[config.mk]
export PLATFORM = sky130hd
export DESIGN_NAME = reg_file32_flat
export DESIGN_NICKNAME = d
export VERILOG_FILES = /design/src/rtl/cpu_pkg.sv /design/src/rtl/reg_file32_if.sv /design/src/rtl/reg_file32_read_port.sv /design/src/rtl/reg_file32.sv /design/src/flat_wrapper.sv
export SDC_FILE = /design/constraint.sdc
export NUM_CORES = 2
export LEC_CHECK = 0
export ABC_CLOCK_PERIOD_IN_PS = 1600
export CAP_MARGIN = 20
export CORE_MARGIN = 4
export CORE_UTILIZATION = 50
export CTS_BUF_LIST = sky130_fd_sc_hd__clkbuf_8
export DETAILED_ROUTE_END_ITERATION = 8
export DONT_BUFFER_PORTS = 1
export GPL_TIMING_DRIVEN = 1
export HOLD_SLACK_MARGIN = 0.02
export MAX_ROUTING_LAYER = met4
export PLACE_DENSITY = 0.74
export RECOVER_POWER = 100
export SLEW_MARGIN = 40
export SYNTH_ARGS = -nofsm -noshare
export SYNTH_HDL_FRONTEND = slang
export SYNTH_SLANG_ARGS = --single-unit
[constraint.sdc]
create_clock -name clk -period 1.6 [get_ports clk]
set_input_delay 0.16 -clock clk [delete_from_list [all_inputs] [get_ports clk]]
set_output_delay 0.16 -clock clk [all_outputs]
set_load 0.01 [all_outputs]
[src/rtl/cpu_pkg.sv]
// ---------------------------------------------------------------------------
// cpu_pkg
// Shared CPU-wide constants and types: register-file geometry, named
// architectural registers, and the write-request bundle that the register
// file hands to each of its read ports for write-through forwarding.
// ---------------------------------------------------------------------------
package cpu_pkg;

    localparam int REG_ADDR_W = 5;
    localparam int REG_DATA_W = 32;
    localparam int REG_DEPTH  = 2 ** REG_ADDR_W;
    localparam int WR_COUNT_W = 16;

    typedef logic [REG_ADDR_W-1:0] reg_addr_t;
    typedef logic [REG_DATA_W-1:0] reg_data_t;
    typedef logic [WR_COUNT_W-1:0] wr_count_t;

    // Full architectural view of the register file, index 0 included.
    typedef reg_data_t [REG_DEPTH-1:0] reg_array_t;

    localparam reg_addr_t REG_ZERO = 5'd0;
    localparam reg_addr_t REG_SP   = 5'd29;
    localparam reg_addr_t REG_RA   = 5'd31;

    // A qualified write: en is only high for a write that will commit.
    typedef struct packed {
        logic      en;
        reg_addr_t addr;
        reg_data_t data;
    } wr_req_t;

endpackage

[src/rtl/reg_file32_if.sv]
// ---------------------------------------------------------------------------
// reg_file32_if
// Bus between the CPU datapath and the register file.
//   ra_addr/ra_data   : read port A (rs -> ALU Adat)
//   rb_addr/rb_data   : read port B (rt -> ALU Bdat / store data)
//   we/w_addr/w_data  : write port (writeback)
//   dbg_addr/dbg_data : debug read port for the board display
//   wr_count          : committed writes since reset
// Modports: master = datapath side, slave = register file side.
// ---------------------------------------------------------------------------
interface reg_file32_if;
    import cpu_pkg::*;

    reg_addr_t ra_addr;
    reg_addr_t rb_addr;
    reg_data_t ra_data;
    reg_data_t rb_data;
    logic      we;
    reg_addr_t w_addr;
    reg_data_t w_data;
    reg_addr_t dbg_addr;
    reg_data_t dbg_data;
    wr_count_t wr_count;

    modport master (
        output ra_addr, rb_addr, we, w_addr, w_data, dbg_addr,
        input  ra_data, rb_data, dbg_data, wr_count
    );

    modport slave (
        input  ra_addr, rb_addr, we, w_addr, w_data, dbg_addr,
        output ra_data, rb_data, dbg_data, wr_count
    );

endinterface

[src/rtl/reg_file32_read_port.sv]
// ---------------------------------------------------------------------------
// rf_read_port
// One combinational read port of the register file.
//   addr : register address
//   regs : full register array (entry 0 is ignored, r0 is forced to 0)
//   wr   : qualified write request, used for write-through forwarding
//   data : read data
// Build option: REGFILE_BYPASS_EN enables same-cycle forwarding of w_data
// when addr matches a committing write.
// ---------------------------------------------------------------------------
module rf_read_port
    import cpu_pkg::*;
(
    input  reg_addr_t  addr,
    input  reg_array_t regs,
    input  wr_req_t    wr,
    output reg_data_t  data
);

    always_comb begin
        // NOTE: data gets a value before any condition so no path through
        // this block leaves it unassigned; otherwise a latch is inferred.
        data = regs[addr];
`ifdef REGFILE_BYPASS_EN
        if (wr.en && (wr.addr == addr)) begin
            data = wr.data;
        end
`endif
        // r0 wins over everything, including a forwarded value.
        if (addr == REG_ZERO) begin
            data = '0;
        end
    end

`ifndef REGFILE_BYPASS_EN
    // Forwarding inputs are intentionally unused without the bypass.
    logic unused_wr;
    assign unused_wr = ^wr;
`endif

endmodule

[src/rtl/reg_file32.sv]
// ---------------------------------------------------------------------------
// reg_file32
// Two-read, one-write 32 x 32-bit register file with a read-only debug port.
//   clk   : system clock, state updates on the rising edge
//   rst_n : asynchronous active-low reset, clears r1..r31 and wr_count
//   bus   : reg_file32_if.slave (read ports A/B, write port, debug port,
//           wr_count)
// r0 has no storage and always reads 0; writes to r0 are dropped and are not
// counted. Reads are combinational. Build option REGFILE_BYPASS_EN forwards
// a committing write to any read port addressing the same register.
// ---------------------------------------------------------------------------
module reg_file32
    import cpu_pkg::*;
(
    input  logic         clk,
    input  logic         rst_n,
    reg_file32_if.slave  bus
);

    // Storage exists only for r1..r31.
    reg_data_t [REG_DEPTH-1:1] mem_q;
    reg_array_t                regs_view;
    wr_count_t                 wr_count_q;
    wr_req_t                   wr;

    // A write commits only outside reset and never to r0. Qualifying with
    // rst_n here also keeps the bypass from forwarding while reset is held.
    assign wr = '{
        en:   bus.we && rst_n && (bus.w_addr != REG_ZERO),
        addr: bus.w_addr,
        data: bus.w_data
    };

    // NOTE: the register array sits on the async reset because the CPU
    // relies on r1..r31 reading 0 right after reset; plain RAM-style arrays
    // normally stay unreset.
    always_ff @(posedge clk or negedge rst_n) begin
        if (!rst_n) begin
            mem_q <= '0;
        end else begin
            for (int i = 1; i < REG_DEPTH; i++) begin
                // NOTE: state is updated with non-blocking assignments so
                // every flop samples pre-edge values regardless of order.
                if (wr.en && (wr.addr == reg_addr_t'(i))) begin
                    mem_q[i] <= wr.data;
                end
            end
        end
    end

    always_ff @(posedge clk or negedge rst_n) begin
        if (!rst_n) begin
            wr_count_q <= '0;
        end else if (wr.en) begin
            wr_count_q <= wr_count_q + 1'b1;   // wraps at 16'hFFFF
        end
    end

    assign regs_view    = {mem_q, reg_data_t'(0)};
    assign bus.wr_count = wr_count_q;

    rf_read_port u_port_a (
        .addr (bus.ra_addr),
        .regs (regs_view),
        .wr   (wr),
        .data (bus.ra_data)
    );

    rf_read_port u_port_b (
        .addr (bus.rb_addr),
        .regs (regs_view),
        .wr   (wr),
        .data (bus.rb_data)
    );

    rf_read_port u_port_dbg (
        .addr (bus.dbg_addr),
        .regs (regs_view),
        .wr   (wr),
        .data (bus.dbg_data)
    );

endmodule

[src/flat_wrapper.sv]
// flat-port wrapper written by rule: the top's interface ports become plain ports
module reg_file32_flat import cpu_pkg::*;
  (clk, rst_n, bus_ra_addr, bus_rb_addr, bus_we, bus_w_addr, bus_w_data, bus_dbg_addr, bus_ra_data, bus_rb_data, bus_dbg_data, bus_wr_count);
  reg_file32_if bus_i ();
  input  logic clk;
  input  logic rst_n;
  input wire logic [$bits(bus_i.ra_addr)-1:0] bus_ra_addr;
  input wire logic [$bits(bus_i.rb_addr)-1:0] bus_rb_addr;
  input wire logic [$bits(bus_i.we)-1:0] bus_we;
  input wire logic [$bits(bus_i.w_addr)-1:0] bus_w_addr;
  input wire logic [$bits(bus_i.w_data)-1:0] bus_w_data;
  input wire logic [$bits(bus_i.dbg_addr)-1:0] bus_dbg_addr;
  output wire logic [$bits(bus_i.ra_data)-1:0] bus_ra_data;
  output wire logic [$bits(bus_i.rb_data)-1:0] bus_rb_data;
  output wire logic [$bits(bus_i.dbg_data)-1:0] bus_dbg_data;
  output wire logic [$bits(bus_i.wr_count)-1:0] bus_wr_count;
  assign bus_i.ra_addr = bus_ra_addr;
  assign bus_i.rb_addr = bus_rb_addr;
  assign bus_i.we = bus_we;
  assign bus_i.w_addr = bus_w_addr;
  assign bus_i.w_data = bus_w_data;
  assign bus_i.dbg_addr = bus_dbg_addr;
  assign bus_ra_data = bus_i.ra_data;
  assign bus_rb_data = bus_i.rb_data;
  assign bus_dbg_data = bus_i.dbg_data;
  assign bus_wr_count = bus_i.wr_count;
  reg_file32 u_core (.clk(clk), .rst_n(rst_n), .bus(bus_i));
endmodule
== After elaboration in Yosys (flattened, before gate mapping) ==
Cells that the tools add are included.

* Bits in registers: 1,008
* Bits of input ports: 55
* Output and inout bits: 112
* Word-level logic and storage cells: 113

* Add/subtract/negate cells: 1
* Magnitude comparators: 3
* Eq/ne operators: 31
* Multiplexer cells: 9
* Reduce and logical (&&, ||, !) cells: 37

{| class="wikitable"
|+ Operator list
! operator !! number
|-
| 32-bit binary-select mux with 5-bit select || 3
|-
| 32-bit two-way mux || 6
|-
| 5-bit equality test, second input constant || 16
|-
| 5-bit by 4-bit equality test with 1-bit output, second input constant || 8
|-
| 1-bit logical AND || 33
|-
| 5-bit by 3-bit equality test with 1-bit output, second input constant || 4
|-
| 5-bit by 6-bit < comparator with 1-bit output, second input constant || 3
|-
| 16-bit by 1-bit adder with 16-bit output, second input constant || 1
|-
| 5-bit zero test || 3
|-
| 5-bit by 2-bit equality test with 1-bit output, second input constant || 2
|-
| 5-bit by 1-bit equality test with 1-bit output, second input constant || 1
|-
| 5-bit nonzero test || 1
|}

== Depth between registers and ports, before layout ==
* Depth in word-level cells: 3
* Gate-level depth with buffers: 9
* Mapped depth without buffers: 4

== By module ==
From an unflattened synthesis, not the netlist that was laid out.

* Cell total of the unflattened synthesis: 4,288
* Area, all modules: 63,220.6 sq um

{| class="wikitable"
|+ By module, submodules not included
! module !! instances !! cells an instance !! area an instance (sq um) !! seq. area each (sq um)
|-
| reg_file32 || 1 || 2,296 || 38,116.6 || 25,224.2
|-
| rf_read_port || 3 || 664 || 8,368.0 || 0.0
|}

== Worst setup path before layout ==
OpenSTA, ideal clock, no wires.

* Kind: input to output
* Start: in bus_ra_addr[1]
* End: out bus_ra_data[21]
* Arrival: 1.611 ns
* Data required time: 1.440 ns
* Slack: -0.171 ns
* Stages on the path: 9
* Buffers on the path: 5
* Cell sequence: buf_4 buf_6 buf_6 buf_12 buf_8 mux2i_1 a22oi_1 a21oi_1 nor4_1

* Cells in the longest elaborated chain, start to end: 3
* Elaborated cells on any way between the ends: 4
* Those cells by class: mux: 3; reduce/logical: 1

{| class="wikitable"
|+ RTL lines
! item !! line !! text
|-
| from (decl) || flat_wrapper.sv:7 || <nowiki>input wire logic [$bits(bus_i.ra_addr)-1:0] bus_ra_addr;</nowiki>
|-
| 32-bit binary-select mux with 5-bit select || reg_file32_read_port.sv:23 || <nowiki>data = regs[addr];</nowiki>
|-
| 32-bit two-way mux (implied by the code) || reg_file32_read_port.sv:23 ||
|-
| 32-bit two-way mux (*) || reg_file32_read_port.sv:30 || <nowiki>if (addr == REG_ZERO) begin</nowiki>
|-
| to (decl) || flat_wrapper.sv:13 || <nowiki>output wire logic [$bits(bus_i.ra_data)-1:0] bus_ra_data;</nowiki>
|}

Every way passes the cells marked *; elsewhere a longest branch is shown, timed or not. The select of a mux whose other input is x is not followed.

== Final worst setup path ==
* Start: in bus_dbg_addr[0]
* End: out bus_dbg_data[18]

* Cells in the longest elaborated chain, start to end: 3
* Elaborated cells on any way between the ends: 4
* Those cells by class: mux: 3; reduce/logical: 1

{| class="wikitable"
|+ RTL lines
! item !! line !! text
|-
| from (decl) || flat_wrapper.sv:12 || <nowiki>input wire logic [$bits(bus_i.dbg_addr)-1:0] bus_dbg_addr;</nowiki>
|-
| 32-bit binary-select mux with 5-bit select || reg_file32_read_port.sv:23 ||
|-
| 32-bit two-way mux (implied by the code) || reg_file32_read_port.sv:23 ||
|-
| 32-bit two-way mux (*) || reg_file32_read_port.sv:30 ||
|-
| to (decl) || flat_wrapper.sv:15 || <nowiki>output wire logic [$bits(bus_i.dbg_data)-1:0] bus_dbg_data;</nowiki>
|}

Marks and branches as above.

==> metrics.txt <==
Yosys top cell area share=0.406; Crit Path Class=in -> out; crit start category=primary input; largest cells by area after synthesis=dfrtp_1, mux2_2, mux2i_1; Final Hold Vio Count=0; MaxCap Viol Count=0; Sink Count=between 1000 and 1500; die area=130000 µm²; number of global-route vias before repair=~50000; Max VDD drop=approximately 0.00068 V; Worst Path Arrival=approximately 2.6 ns; clk_lat worst skew=0.91 ns; distinct cell type count after synthesis=48; post-route ant nets=0; Post-DP HPWL=133000 µm; Worst-Margin Slew=between 1 and 1.5 ns; CP max stage delay=around 0.46 ns; via count=50000; TritonCTS buffer count=about 170; DRT Pass-1 Iters=6; CP cell instances=nor2b_4 -> buf_4 -> a221oi_1 -> or3_4 -> a211oi_4 -> buf_6; failing checks=setup timing; Post-Route Setup TNS=-925.75 ns; Crit-path slowest cell=or3_4; family with the most delay on the worst path=simple AND/OR/NAND/NOR gates; Syn Area/Cell=12.4 µm²; die width=around 360 µm; area post-placement=between 60000 and 70000 µm²; fin util=0.612; Seq cells post-synth=~1000; biggest area consumer among synthesized cells=dfrtp_1; WL per Instance=32.0 µm; GRT overflow=0; final setup fails=1655; syn_nets=around 5100; Max clock buf depth=3; Req. time, crit path=about 1.4 ns; Root Buffer=clkbuf_8; Global Route Usage Sum=0.341; ys flop type=dfrtp_1; Fmax=around 360 MHz; CTS tree=done; port bufs=0; ys async rst share=1.00; Tcrit/Tclk final=1.75; largest net degree at the start of global routing=between 1000 and 1500; leakage power total=between 30 and 40 nW; fraction of layout cells with a size suffix above 1=0.475; worst hold path class=in -> reg; area grow syn2layout=21.6%; Starting Density=0.503; post-route insts no fill=around 7100; Core Area=~120000 µm²; # H-tree levels=4; post-route cell area=75500 µm²; Placed Cells=about 6700; Setup Skew=roughly 0.018 ns; status=finished, violations left; Reg clk slew, reported paths=0.07 ns; Max-slew headroom=0.0552; Post-synth EDFFs=0; synth warn=0; DR iter-0 viols=6302; RSZ-0062 raised after global routing=yes; WL final=227000 µm; # DRC=0; slack of the critical path=-1.20 ns; initial antenna violation count=10; Max Slew Vio Count=0; Cell Rows=~130; Max FO, Critical Path=between 300 and 400; nets=around 5400; worst hold margin=approximately 0.08 ns; mapped cell area=slightly above 60000 µm²; Buf+Inv Stages, Crit Path=2; min cycle time layout=2.80 ns; PwrDens=approximately 980 nW/µm²; CP Capture Type=primary output; routability congestion estimate=between 0.9 and 1; global-route wire length before repair=roughly 330000 µm; Vias/cell=between 7 and 8; die height=about 360 µm; io pins=167; Mapped Cells=~5000; sequential area share after synthesis=0.406
==> power by group <==
part	leakage (nW)	switching [mW]	internal, mW	total (mW)
logic	18.5	7.55	9.76	17.3
registers	13.4	3.44	28.9	32.3
clock network	2.00	11.2	13.3	24.5
==> path summary, 6_finish.rpt <==
kind / start / endpoint / slack, ns / cells after the start
max: bus_dbg_addr[0] / bus_dbg_data[18] / -1.20 / 6
min: bus_we / u_core.mem_q[826] / 0.08 / 6
max reg2reg: u_core.bus.wr_count[5] / u_core.bus.wr_count[10] / 0.03 / 5
min reg2reg: u_core.mem_q[723] / u_core.mem_q[723] / 0.54 / 1
max in group asynchronous: rst_n / u_core.mem_q[428] / -0.59 / 9
min in group asynchronous: rst_n / u_core.mem_q[774] / 0.54 / 10
==> sequential cells by signal, summed over array words and instances, names as in the netlist <==
name                 cells
u_core.bus.wr_count     16
u_core.mem_q           992
==> per-layer routing <==
layer / up-vias / GRT usage / wire [µm]
met1: 25500 / 0.428 / 85400
met5: - / - / 0
met3: 1018 / 0.0908 / 25200
met4: 0 / 0.185 / 14900
met2: 3498 / 0.506 / 101000
li1: 20100 / - / -
==> tightest hold or removal path, delay by kind of cell <==
| kind | cells | cell delay, ns |
|---|---|---|
| simple gates | 3 | 0.28 |
| buf+inv | 2 | 0.28 |
| mux | 1 | 0.23 |
==> cell usage after synthesis (6+ instances only) <==
cell / n
mux2_2: 1130
dfrtp_1: 1008
mux2i_1: 837
o22ai_1: 447
buf_2: 247
clkbuf_1: 225
mux4_2: 192
nor3_1: 192
a211oi_1: 95
a22oi_1: 95
mux2_1: 84
a221oi_1: 62
or3_1: 62
nor2b_1: 46
buf_4: 35
a21oi_1: 34
a221o_1: 32
nor4_1: 32
buf_1: 26
nor2_1: 23
nand2_1: 22
xnor2_1: 14
buf_6: 13
nand2b_1: 13
nand3_1: 11
nand4_1: 6
==> layout by cell type, fill, tap and decap left out, types with 21 or more instances in the layout <==
cell	n
a211oi_2	39
a211oi_4	52
a21oi_2	21
a221o_1	32
a221oi_1	35
a221oi_2	27
a22oi_1	32
a22oi_2	63
buf_12	160
buf_2	29
buf_4	308
buf_6	78
clkbuf_8	222
dfrtp_1	1006
dlygate4sd3_1	44
inv_1	47
mux2_1	84
mux2_2	1094
mux2_4	36
mux2i_1	836
mux4_2	192
nor2_4	24
nor2b_1	21
nor2b_4	25
nor3_1	192
nor4_2	22
o22ai_1	440
or3_4	60
==> cells by family (layout without fill, tap and decap cells) <==
group	count (synthesis)	count (layout)	share of synthesized area
multiplexers	2243	2243	0.425
adder cells (fa/ha/maj)	1	1	0.000201
other	0	12	0
XOR/XNOR	15	15	0.00212
AO/OA/AOI/OAI	767	767	0.0850
buffers and inverters	550	953	0.0425
flip-flops	1008	1008	0.406
AND/OR/NAND/NOR	441	441	0.0393
==> metrics by stage <==
step	power (mW)	worst slack, ns
2_1_floorplan	42.7	-0.0872
3_3_place_gp	46.1	-0.536
3_5_place_dp	46.9	-0.569
4_1_cts	72.6	-1.16
5_1_grt	76.6	-1.19
6_report	74.1	-1.20
==> area by class of cell <==
class                   instances  area (µm²)
fillers                      9246       48000
multi-input cells            3467       37000
flip-flops and latches       1008       25200
repair buffers                652        7630
clock buffers                 221        3040
well taps                    1637        2050
clock inverters                79         515
diodes                         12        30.0
inverters                       1        3.75
==> timing repair <==
action,CTS,global route
hold endpoints to repair,2016,1847
pin swaps,179,62
setup endpoints to repair,101,1235
hold buffers,42,45
setup buffers,11,8
resized for setup,368,74
cloned,0,12
Power figures use the tool's default switching activity.
